<file path="src/rtl/tx_payload_sequencer.sv">
// tx_payload_sequencer: issues VRAM/bram_1080 reads for one segment and streams the returned bytes as payload
module tx_payload_sequencer #(
  parameter int PIXELS_PER_SEG = 360,
  parameter int VRAM_AW        = 24,
  parameter int CNT_W          = 13
) (
  input  logic               clk125MHz,
  input  logic               rst,
  input  logic               start,
  input  logic               txid,
  input  logic [7:0]         segment_num,
  input  logic [7:0]         din_first,
  input  logic [7:0]         din_not_first,
  output logic [VRAM_AW-1:0] vram_addrb,
  output logic [2:0]         vramaddr_c,
  output logic [CNT_W-1:0]   count_for_bram,
  output logic [CNT_W-1:0]   count_for_bram_b,
  output logic               count_for_bram_en,
  output logic [7:0]         dout,
  output logic               dout_valid,
  output logic               busy,
  output logic               done
);
  localparam int BYTES = 3 * PIXELS_PER_SEG;
  typedef enum logic [1:0] {IDLE, READ, DRAIN, DONE} state_t;
  state_t             r_state, w_next;
  logic               r_txid, r_drain, r_al_valid, r_dv;
  logic [VRAM_AW-1:0] r_vaddr;
  logic [CNT_W-1:0]   r_b, r_cnt_al;
  logic [1:0]         r_c;
  logic [2:0]         r_c_al;
  logic [7:0]         r_dout;
  logic               w_last;
  assign w_last            = r_b == CNT_W'(BYTES - 1);
  assign vram_addrb        = r_vaddr;
  assign count_for_bram_b  = r_b;
  assign vramaddr_c        = r_c_al;
  assign count_for_bram    = r_cnt_al;
  assign count_for_bram_en = r_al_valid & r_txid;
  assign dout              = r_dout;
  assign dout_valid        = r_dv;
  assign busy              = r_state == READ || r_state == DRAIN;
  assign done              = r_state == DONE;
  // next state: IDLE -> READ (1080 issues) -> DRAIN (2 cycles) -> DONE (1 cycle)
  always_comb begin
    w_next = r_state;
    case (r_state)
      IDLE:    w_next = start ? READ : IDLE;
      READ:    w_next = w_last ? DRAIN : READ;
      DRAIN:   w_next = r_drain ? DONE : DRAIN;
      default: w_next = IDLE;
    endcase
  end
  // state register
  always_ff @(posedge clk125MHz) begin
    if (rst) r_state <= IDLE;
    else     r_state <= w_next;
  end
  // issue counters, alignment stage and registered payload output
  always_ff @(posedge clk125MHz) begin
    if (rst) begin
      r_txid     <= 1'b0;
      r_vaddr    <= '0;
      r_b        <= '0;
      r_c        <= '0;
      r_drain    <= 1'b0;
      r_al_valid <= 1'b0;
      r_c_al     <= '0;
      r_cnt_al   <= '0;
      r_dv       <= 1'b0;
      r_dout     <= '0;
    end else begin
      if (r_state == IDLE && start) begin
        r_txid  <= txid;
        r_vaddr <= VRAM_AW'(segment_num) * VRAM_AW'(PIXELS_PER_SEG);
        r_b     <= '0;
        r_c     <= '0;
      end else if (r_state == READ) begin
        r_b <= w_last ? r_b : r_b + 1'b1;
        r_c <= r_c == 2'd2 ? 2'd0 : r_c + 2'd1;
        if (r_c == 2'd2 && !w_last) r_vaddr <= r_vaddr + 1'b1;
      end
      r_drain    <= r_state == DRAIN && !r_drain;
      r_al_valid <= r_state == READ;
      if (r_state == READ) begin
        r_c_al   <= {1'b0, r_c};
        r_cnt_al <= r_b;
      end
      r_dv   <= r_al_valid;
      r_dout <= r_txid ? din_first : din_not_first;
    end
  end
endmodule

</file>
<file path="config.mk">
export PLATFORM = sky130hd
export DESIGN_NAME = tx_payload_sequencer
export DESIGN_NICKNAME = d
export VERILOG_FILES = /design/src/rtl/tx_payload_sequencer.sv
export SDC_FILE = /design/constraint.sdc
export NUM_CORES = 1
export LEC_CHECK = 0
export ABC_CLOCK_PERIOD_IN_PS = 3000
export BUFFER_PORTS_ARGS = -buffer_cell sky130_fd_sc_hd__buf_2
export CAP_MARGIN = 5
export CORE_MARGIN = 5
export CORE_UTILIZATION = 49
export CTS_BUF_LIST = sky130_fd_sc_hd__clkbuf_8 sky130_fd_sc_hd__clkbuf_16
export CTS_CLUSTER_SIZE = 20
export DETAILED_ROUTE_END_ITERATION = 10
export PLACE_DENSITY = 0.86
export SLEW_MARGIN = 40
export SYNTH_ARGS = -nofsm -noshare
export SYNTH_HDL_FRONTEND = slang
export SYNTH_SLANG_ARGS = --single-unit
</file>
<file path="constraint.sdc">
create_clock -name clk125MHz -period 3 [get_ports clk125MHz]
set_input_delay 0.6 -clock clk125MHz [delete_from_list [all_inputs] [get_ports clk125MHz]]
set_output_delay 0.6 -clock clk125MHz [all_outputs]
set_load 0.05 [all_outputs]
</file>
==> flow_metrics.tcl, run 1 <==
set metrics [dict create \
    status "complete, but fails checks" \
    violations "negative setup slack" \
    fmaxAchievable_mhz 330 \
    hold_ws_ns 0.418 \
    post_synthesis_compound_gate_area_fraction_pct 8.80 \
    timing.critical_path.to_type "flip-flop" \
    finalHoldViolCount 0 \
    fp-row-count 32 \
    worst_slew_pin_slew_ns 0.592 \
    core_mm2 0.00765 \
    route.detailed.drc 0 \
    ir_worst_vdd_mv 0.311 \
    multi_input_area_mm2 0.00242 \
    drt-wirelength-per-cell_um 14.7 \
    muxShareOfSynthArea_pct 6.28 \
    slew_violations 0 \
    setup_tns_ns -0.0645 \
    grt_util_all_layers_pct 20.0 \
    via_count_of_the_first_global_routing_pass 3438 \
    clkLatencyLatePin_ns 0.34 \
    hold_path_class "flip-flop to flip-flop" \
    critPathRequiredTime_ns 3.22 \
    finalWorstSetupSlack_ns -0.0348 \
    cts_made_buffers 9 \
    rsz0062_at_grt "true" \
    combinational_family_with_the_most_area_after_synthesis "simple AND/OR/NAND/NOR gates" \
    tritoncts "done" \
    pin_count_of_the_biggest_net_entering_global_routing 40 \
    die_w_um 98.4 \
    port-buffer-count 91 \
    detailed_place_hpwl_um 7070 \
    final_number_of_setup_violating_endpoints 3 \
    design.portCount 93 \
    routed_via_density 5.33 \
    cts_hold_repair.buffers 0 \
    total_inserted_antenna_cells 0 \
    final.setup_skew_ns 0.0127 \
    die_h_um 98.4 \
    synth_cells 437 \
    clock-root-buffer "sky130_fd_sc_hd__clkbuf_8" \
    first_iter_violations 190 \
    avgSynthCellArea_um2 8.76 \
    globalplace.congestion 0.878 \
    nFillCells 615 \
    cts.clk_slew.worst_paths_ns 0.07 \
    grt_pass1_wl_um 16000 \
    final_layout_size_suffix_gt1_share_pct 29.5 \
    routed_wirelength_um 9600 \
    cellPowerDensity_mw_per_mm2 570 \
    number_of_distinct_library_cells_after_synthesis 42 \
    syn-num-nets 506 \
    crit_path_start_kind "input port" \
    power.leakage_nw 2.34 \
    cts.path.max_buffers 2 \
    crit_arrival_ns 3.26 \
    antenna_found_initial 1 \
    worst-setup-path-type "input port to flip-flop" \
    cell_area_synth_mm2 0.00383 \
    firstDrtPassIters 4 \
    synth-xor-area-share_pct 6.41 \
    nNetsFinal 617 \
    synth-adder-area-share_pct 15.4 \
    dr_total_vias 3490 \
    final_min_period_over_clock_period_pct 101 \
    synth_simple_gate_area_share_pct 21.7 \
    clock_sinks 68 \
    synth-warning-count 0 \
    place.detailed.instances 635 \
    route.antenna.remaining_nets 0 \
    floorplan.initialDensity_pct 50.0 \
    yosysSeqAreaShare_pct 35.6 \
    critical_path_peak_fanout 3 \
    ys_seq_elements 68 \
    globalRouteOverflowTotal 0 \
    relative_area_change_from_synthesis_to_final_layout_pct 30.3 \
    layout.area.seq_mm2 0.00136 \
    timing.final.crit_period_ns 3.03 \
    finish.cell_count_without_fillers 655 \
    maxSlewHeadroom_pct 60.4 \
    ctsHtreeMaxLevel 3 \
    drv_cap 0 \
    dieArea_mm2 0.00968 \
]
-- cell usage in the layout, fill, tap and decap left out, drive strengths merged, types with 23 or more instances in the layout --
cell / netlist / routed
nand3: 23 / 23
inv: 39 / 40
xor2: 25 / 25
nor2: 46 / 46
dfxtp: 68 / 68
buf: 9 / 117
nand2: 32 / 32
ha: 31 / 31
a21oi: 29 / 29
mux2i: 24 / 24
-- cell usage after synthesis, drive strengths merged --
library cell | number | area share (%)
and4 | 4 | 0.92
xnor2 | 3 | 0.69
inv | 39 | 3.8
mux2i | 24 | 6.3
o21bai | 1 | 0.20
fa | 10 | 5.2
nor2b | 2 | 0.33
and3 | 10 | 1.6
a21o | 3 | 0.59
o211ai | 1 | 0.20
nor3 | 8 | 1.2
o2111ai | 2 | 0.46
a211oi | 5 | 0.98
o21ai | 14 | 1.8
and2 | 2 | 0.33
nor2 | 46 | 4.5
dfxtp | 68 | 36
o22ai | 1 | 0.16
nor4 | 4 | 1.0
xor2 | 25 | 5.7
a21oi | 29 | 3.8
or3 | 8 | 1.3
nand3 | 23 | 3.3
a31oi | 1 | 0.16
ha | 31 | 10
nand3b | 4 | 1.1
buf | 9 | 1.1
o21a | 1 | 0.20
nand2 | 32 | 3.1
nand4 | 12 | 2.0
clkbuf | 8 | 0.78
nor3b | 2 | 0.39
nor4b | 1 | 0.23
conb | 1 | 0.098
or4 | 2 | 0.39
a221oi | 1 | 0.23
-- registers in the layout (all words and copies together), names as in the netlist --
signal	count
vram_addrb	24
count_for_bram	13
count_for_bram_b	13
dout	8
r_c	2
r_state	2
vramaddr_c	2
dout_valid	1
r_al_valid	1
r_drain	1
r_txid	1
-- worst max-delay path, cell delays in order --
cell	delay, ns
sky130_fd_sc_hd__buf_6	0.10
sky130_fd_sc_hd__ha_4	0.24
sky130_fd_sc_hd__fa_1	0.53
sky130_fd_sc_hd__inv_1	0.05
sky130_fd_sc_hd__fa_1	0.51
sky130_fd_sc_hd__inv_2	0.06
sky130_fd_sc_hd__ha_4	0.29
sky130_fd_sc_hd__nand3_2	0.08
sky130_fd_sc_hd__o211ai_1	0.31
sky130_fd_sc_hd__a31oi_1	0.17
sky130_fd_sc_hd__mux2i_1	0.23
sky130_fd_sc_hd__nand3_1	0.10
-- path summary, 6_finish.rpt --
check                            from        endpoint  slack (ns)  depth (start not counted)
setup / recovery       segment_num[7]  vram_addrb[14]       -0.03                         12
hold / removal                r_drain         r_drain        0.42                          1
setup reg to reg  count_for_bram_b[0]  vram_addrb[13]        0.57                          7
hold reg to reg               r_drain         r_drain        0.42                          1
-- cell type report --
| type | count | share of cell area [%] |
|---|---|---|
| multi-input cells | 313 | 48.5 |
| well taps | 102 | 2.56 |
| inverters | 39 | 2.94 |
| flip-flops and latches | 68 | 27.3 |
| clock buffers | 9 | 2.48 |
| clock inverters | 7 | 2.33 |
| repair buffers | 117 | 13.8 |
-- kinds of logic (layout without fill, tap and decap cells) --
kind of cell / after synthesis / in the layout
AND/OR/NAND/NOR: 160 / 160
flip-flops: 68 / 68
AO/OA/AOI/OAI: 59 / 59
buffers and inverters: 56 / 172
adder cells (fa/ha/maj): 41 / 41
XOR/XNOR: 28 / 28
multiplexers: 24 / 24
other: 1 / 1
-- per-stage QoR --
| stage | util, % | instance area [um2] | total power (W) | setup slack [ns] |
|---|---|---|---|---|
| after CTS | 64.7 | 4950 | 0.00280 | -0.00934 |
| after floorplan | - | 3950 | 0.00161 | -0.0323 |
| after detailed placement | 60.5 | 4630 | 0.00186 | -0.456 |
| after global routing | 65.2 | 4990 | 0.00299 | -0.124 |
| after global placement | 60.5 | 4630 | 0.00182 | -0.354 |
| final | 65.2 | 4990 | 0.00284 | -0.0348 |
-- repair_timing --
item / 4_1_cts / 5_1_grt
hold endpoints to repair: 0 / 0
buffers inserted: 4 / 0
setup endpoints to repair: 3 / 6
resized for setup: 13 / 9
pin swaps: 9 / 5
-- per-layer routing --
metal / part of all wire (%) / global-route usage (%)
met2: 51 / 34.6
met3: 6.3 / 5.29
met5: 0.14 / 0
met1: 40 / 23.6
met4: 2.1 / 7.56
-- power by group --
group / internal (W) / switching, W
combinational: 0.000407 / 0.000545
sequential: 0.000946 / 0.0000520
clock: 0.000551 / 0.000345
total: 0.00190 / 0.000942
Note: power is estimated with default switching activity, not from simulation.
==> run 2: changes to the inputs <==
--- a/config.mk
+++ b/config.mk
@@ -5,15 +5,16 @@
 export SDC_FILE = /design/constraint.sdc
 export NUM_CORES = 1
 export LEC_CHECK = 0
-export ABC_CLOCK_PERIOD_IN_PS = 3000
+export ABC_AREA = 1
+export ABC_CLOCK_PERIOD_IN_PS = 2950
 export BUFFER_PORTS_ARGS = -buffer_cell sky130_fd_sc_hd__buf_2
 export CAP_MARGIN = 5
 export CORE_MARGIN = 5
-export CORE_UTILIZATION = 49
+export CORE_UTILIZATION = 55
 export CTS_BUF_LIST = sky130_fd_sc_hd__clkbuf_8 sky130_fd_sc_hd__clkbuf_16
 export CTS_CLUSTER_SIZE = 20
 export DETAILED_ROUTE_END_ITERATION = 10
-export PLACE_DENSITY = 0.86
+export PLACE_DENSITY = 0.89
 export SLEW_MARGIN = 40
 export SYNTH_ARGS = -nofsm -noshare
 export SYNTH_HDL_FRONTEND = slang
==> constraint.sdc (replaced) <==
create_clock -name clk125MHz -period 2.95 [get_ports clk125MHz]
set_input_delay 0.59 -clock clk125MHz [delete_from_list [all_inputs] [get_ports clk125MHz]]
set_output_delay 0.59 -clock clk125MHz [all_outputs]
set_load 0.05 [all_outputs]
==> run 2 against run 1 <==
Net effect: the run still ends with negative setup slack left; final cell count up 29%; total power up 3.9%; sequential share of layout area down 1.7 points; area after synthesis up 13%; utilization up 3.9 points; non-clock buffer count down 7; synthesized cell count up 46%; final area up 6.6%; clock skew down 0.0072 ns.
==> flow_metrics.tcl, run 2 <==
set metrics [dict create \
    status "complete, but fails checks" \
    violations "negative setup slack" \
    worst_r2r_endpoint "count_for_bram_b[10]" \
    finalHoldViolCount 0 \
    firstDrtPassIters 6 \
    worstRegToRegCells 7 \
    cts.path.max_buffers 2 \
    critical_path_peak_fanout 4 \
    worst_r2r_startpoint "r_state[1]" \
    avgSynthCellArea_um2 6.81 \
    finish.cell_count_without_fillers 848 \
    clkLatencyLatePin_ns 0.35 \
    detailed_place_hpwl_um 8930 \
    grt_pass1_wl_um 19200 \
    dp_worst_setup_slack_ns -0.343 \
    cts_made_buffers 9 \
    ys_seq_elements 68 \
    maxSlewHeadroom_pct 61.4 \
    ctsHtreeMaxLevel 3 \
    port-buffer-count 91 \
    place.detailed.instances 831 \
    final_min_period_over_clock_period_pct 100 \
    globalRouteOverflowTotal 0 \
    layout.area.seq_mm2 0.00136 \
    route.antenna.remaining_nets 0 \
    routed_via_density 5.27 \
    nFillCells 608 \
    largest_reg_flops 24 \
    hold_path_depth 1 \
    fmaxAchievable_mhz 338 \
    antenna_found_initial 0 \
    fp-row-count 32 \
    yosysSeqAreaShare_pct 31.4 \
    muxShareOfSynthArea_pct 0 \
    globalplace.congestion 0.955 \
    hold_path_class "flip-flop to flip-flop" \
    finalWorstSetupSlack_ns -0.00545 \
    synth.top_cells.by_count "157 x sky130_fd_sc_hd__nand2_1, 97 x sky130_fd_sc_hd__inv_1, 73 x sky130_fd_sc_hd__nor2_1" \
    setup.reg_to_reg.worst_slack_ns 0.70 \
    cts.clk_slew.worst_paths_ns 0.07 \
    synth_edf_count 0 \
    worst-setup-path-type "input port to flip-flop" \
    dr_total_vias 4465 \
    die_w_um 98.7 \
    cellPowerDensity_mw_per_mm2 556 \
    route.detailed.drc 0 \
    design.portCount 93 \
    clock-root-buffer "sky130_fd_sc_hd__clkbuf_8" \
    nNetsFinal 810 \
    synth.most_common_cell "sky130_fd_sc_hd__nand2_1" \
    multi_input_area_mm2 0.00262 \
    crit_arrival_ns 3.20 \
    floorplan.initialDensity_pct 56.3 \
    final_layout_size_suffix_gt1_share_pct 23.1 \
    final.setup_skew_ns 0.00543 \
    relative_area_change_from_synthesis_to_final_layout_pct 22.7 \
    synth-adder-area-share_pct 13.6 \
    grt_util_all_layers_pct 23.7 \
    final_number_of_setup_violating_endpoints 1 \
    crit_path_start_kind "input port" \
    timing.critical_path.to_type "flip-flop" \
    worst_slew_pin_slew_ns 0.576 \
    number_of_distinct_library_cells_after_synthesis 36 \
    layout.core_utilization_pct 69.1 \
    total_inserted_antenna_cells 0 \
    drv_cap 0 \
    synth-warning-count 0 \
    synth_top_cell_area_share_pct 31.4 \
    synth_cells 636 \
    post_synthesis_compound_gate_area_fraction_pct 10.7 \
    critPathLaunch "segment_num[5]" \
    p_total_w 0.00296 \
    cell_area_synth_mm2 0.00433 \
    clock_sinks 68 \
    ir_worst_vdd_mv 0.460 \
    synthFlopType "sky130_fd_sc_hd__dfxtp_1" \
    post-synth-top-area-cell "sky130_fd_sc_hd__dfxtp_1" \
    drt-wirelength-per-cell_um 14.2 \
    power.leakage_nw 2.59 \
    tritoncts "done" \
    pin_count_of_the_biggest_net_entering_global_routing 34 \
    min_from "r_drain" \
    via_count_of_the_first_global_routing_pass 4277 \
    routed_wirelength_um 12000 \
    critPathRequiredTime_ns 3.20 \
    synth_top_cells_by_area "sky130_fd_sc_hd__dfxtp_1 31%, sky130_fd_sc_hd__nand2_1 14%, sky130_fd_sc_hd__ha_1 9.0%" \
    synth-xor-area-share_pct 3.44 \
    worstSetupEndpoint "vram_addrb[15]" \
    core_mm2 0.00769 \
    timing.final.crit_period_ns 2.96 \
    dieArea_mm2 0.00975 \
    synth_simple_gate_area_share_pct 29.6 \
    layout_commonest_cell "sky130_fd_sc_hd__nand2_1" \
    die_h_um 98.7 \
    final_cell_mix "153 x sky130_fd_sc_hd__nand2_1, 92 x sky130_fd_sc_hd__inv_1, 91 x sky130_fd_sc_hd__buf_2, 72 x sky130_fd_sc_hd__nor2_1, 68 x sky130_fd_sc_hd__dfxtp_1" \
    combinational_family_with_the_most_area_after_synthesis "simple AND/OR/NAND/NOR gates" \
    rsz0062_at_grt "true" \
    first_iter_violations 248 \
    syn-num-nets 705 \
    slew_violations 0 \
    async_flop_share_pct 0 \
]
==> run 2: cell count changes after synthesis, sizes merged, moves of 5 or more <==
| cell | delta |
|---|---|
| mux2i | -24 |
| xor2 | -14 |
| and3 | -10 |
| a21oi | +10 |
| nand3 | +16 |
| nor3 | +5 |
| or3 | -8 |
| nand2 | +130 |
| nand4 | -7 |
| inv | +64 |
| o21ai | +26 |
| nor2 | +31 |
==> run 2: report_power, final <==
group          switching [W]  total, W  leakage, nW  internal (W)
Clock               0.000365  0.000837        0.109      0.000472
Sequential         0.0000657   0.00104        0.556      0.000976
Combinational       0.000692   0.00108         1.92      0.000384
==> run 2: how the worst min path moves through the flow <==
stage / end / slack (ns)
final: r_drain / 0.42
after global routing: r_drain / 0.44
after detailed placement: r_drain / 0.40
after CTS: r_drain / 0.42
after global placement: r_drain / 0.40
after floorplan: r_drain / 0.39
==> run 2: metrics by stage <==
stage | TNS (ns) | instance area, um2 | hold slack [ns]
floorplan | -0.0370 | 4410 | 0.390
global placement | -1.72 | 5040 | 0.399
detailed placement | -2.38 | 5040 | 0.404
CTS | 0 | 5250 | 0.419
global route | -0.247 | 5320 | 0.436
finish | -0.00545 | 5320 | 0.421
==> run 2: kinds of logic after synthesis <==
logic type      count (synthesis)
flops                          68
xor+xnor                       17
simple gates                  300
fa+ha+maj                      41
buf+inv                       121
compound gates                 88
other cells                     1
==> run 2: repair_timing <==
action                                  4_1_cts  5_1_grt
setup buffers                                 0        1
hold buffers                                  0        0
resized for setup                             0       17
endpoints found under the setup margin        0        7
==> run 2: layer usage <==
metal	vias up	wire length, um	track usage (%)
met1	2075	4890	28.0
met2	155	6090	41.7
met3	21	807	7.22
met5	-	0	0
met4	0	230	6.09
li1	2214	-	-
==> run 2: cell type report <==
| class | instances | area share, % |
|---|---|---|
| clock inverters | 7 | 1.72 |
| well taps | 102 | 2.40 |
| inverters | 105 | 7.42 |
| flip-flops and latches | 68 | 25.6 |
| clock buffers | 9 | 2.33 |
| multi-input cells | 447 | 49.3 |
| repair buffers | 110 | 11.3 |
==> run 2: critical path: stages <==
cell                      delay (ns)
sky130_fd_sc_hd__buf_2          0.14
sky130_fd_sc_hd__ha_4           0.26
sky130_fd_sc_hd__fa_1           0.53
sky130_fd_sc_hd__inv_1          0.05
sky130_fd_sc_hd__fa_1           0.49
sky130_fd_sc_hd__inv_1          0.06
sky130_fd_sc_hd__ha_4           0.26
sky130_fd_sc_hd__a21oi_1        0.22
sky130_fd_sc_hd__nand2_2        0.13
sky130_fd_sc_hd__nand2_1        0.10
sky130_fd_sc_hd__nand2_1        0.05
sky130_fd_sc_hd__nand2_1        0.05
sky130_fd_sc_hd__nand2_1        0.05
sky130_fd_sc_hd__nand2_1        0.05
sky130_fd_sc_hd__nand3_1        0.08
sky130_fd_sc_hd__nand2_1        0.05
sky130_fd_sc_hd__inv_1          0.04
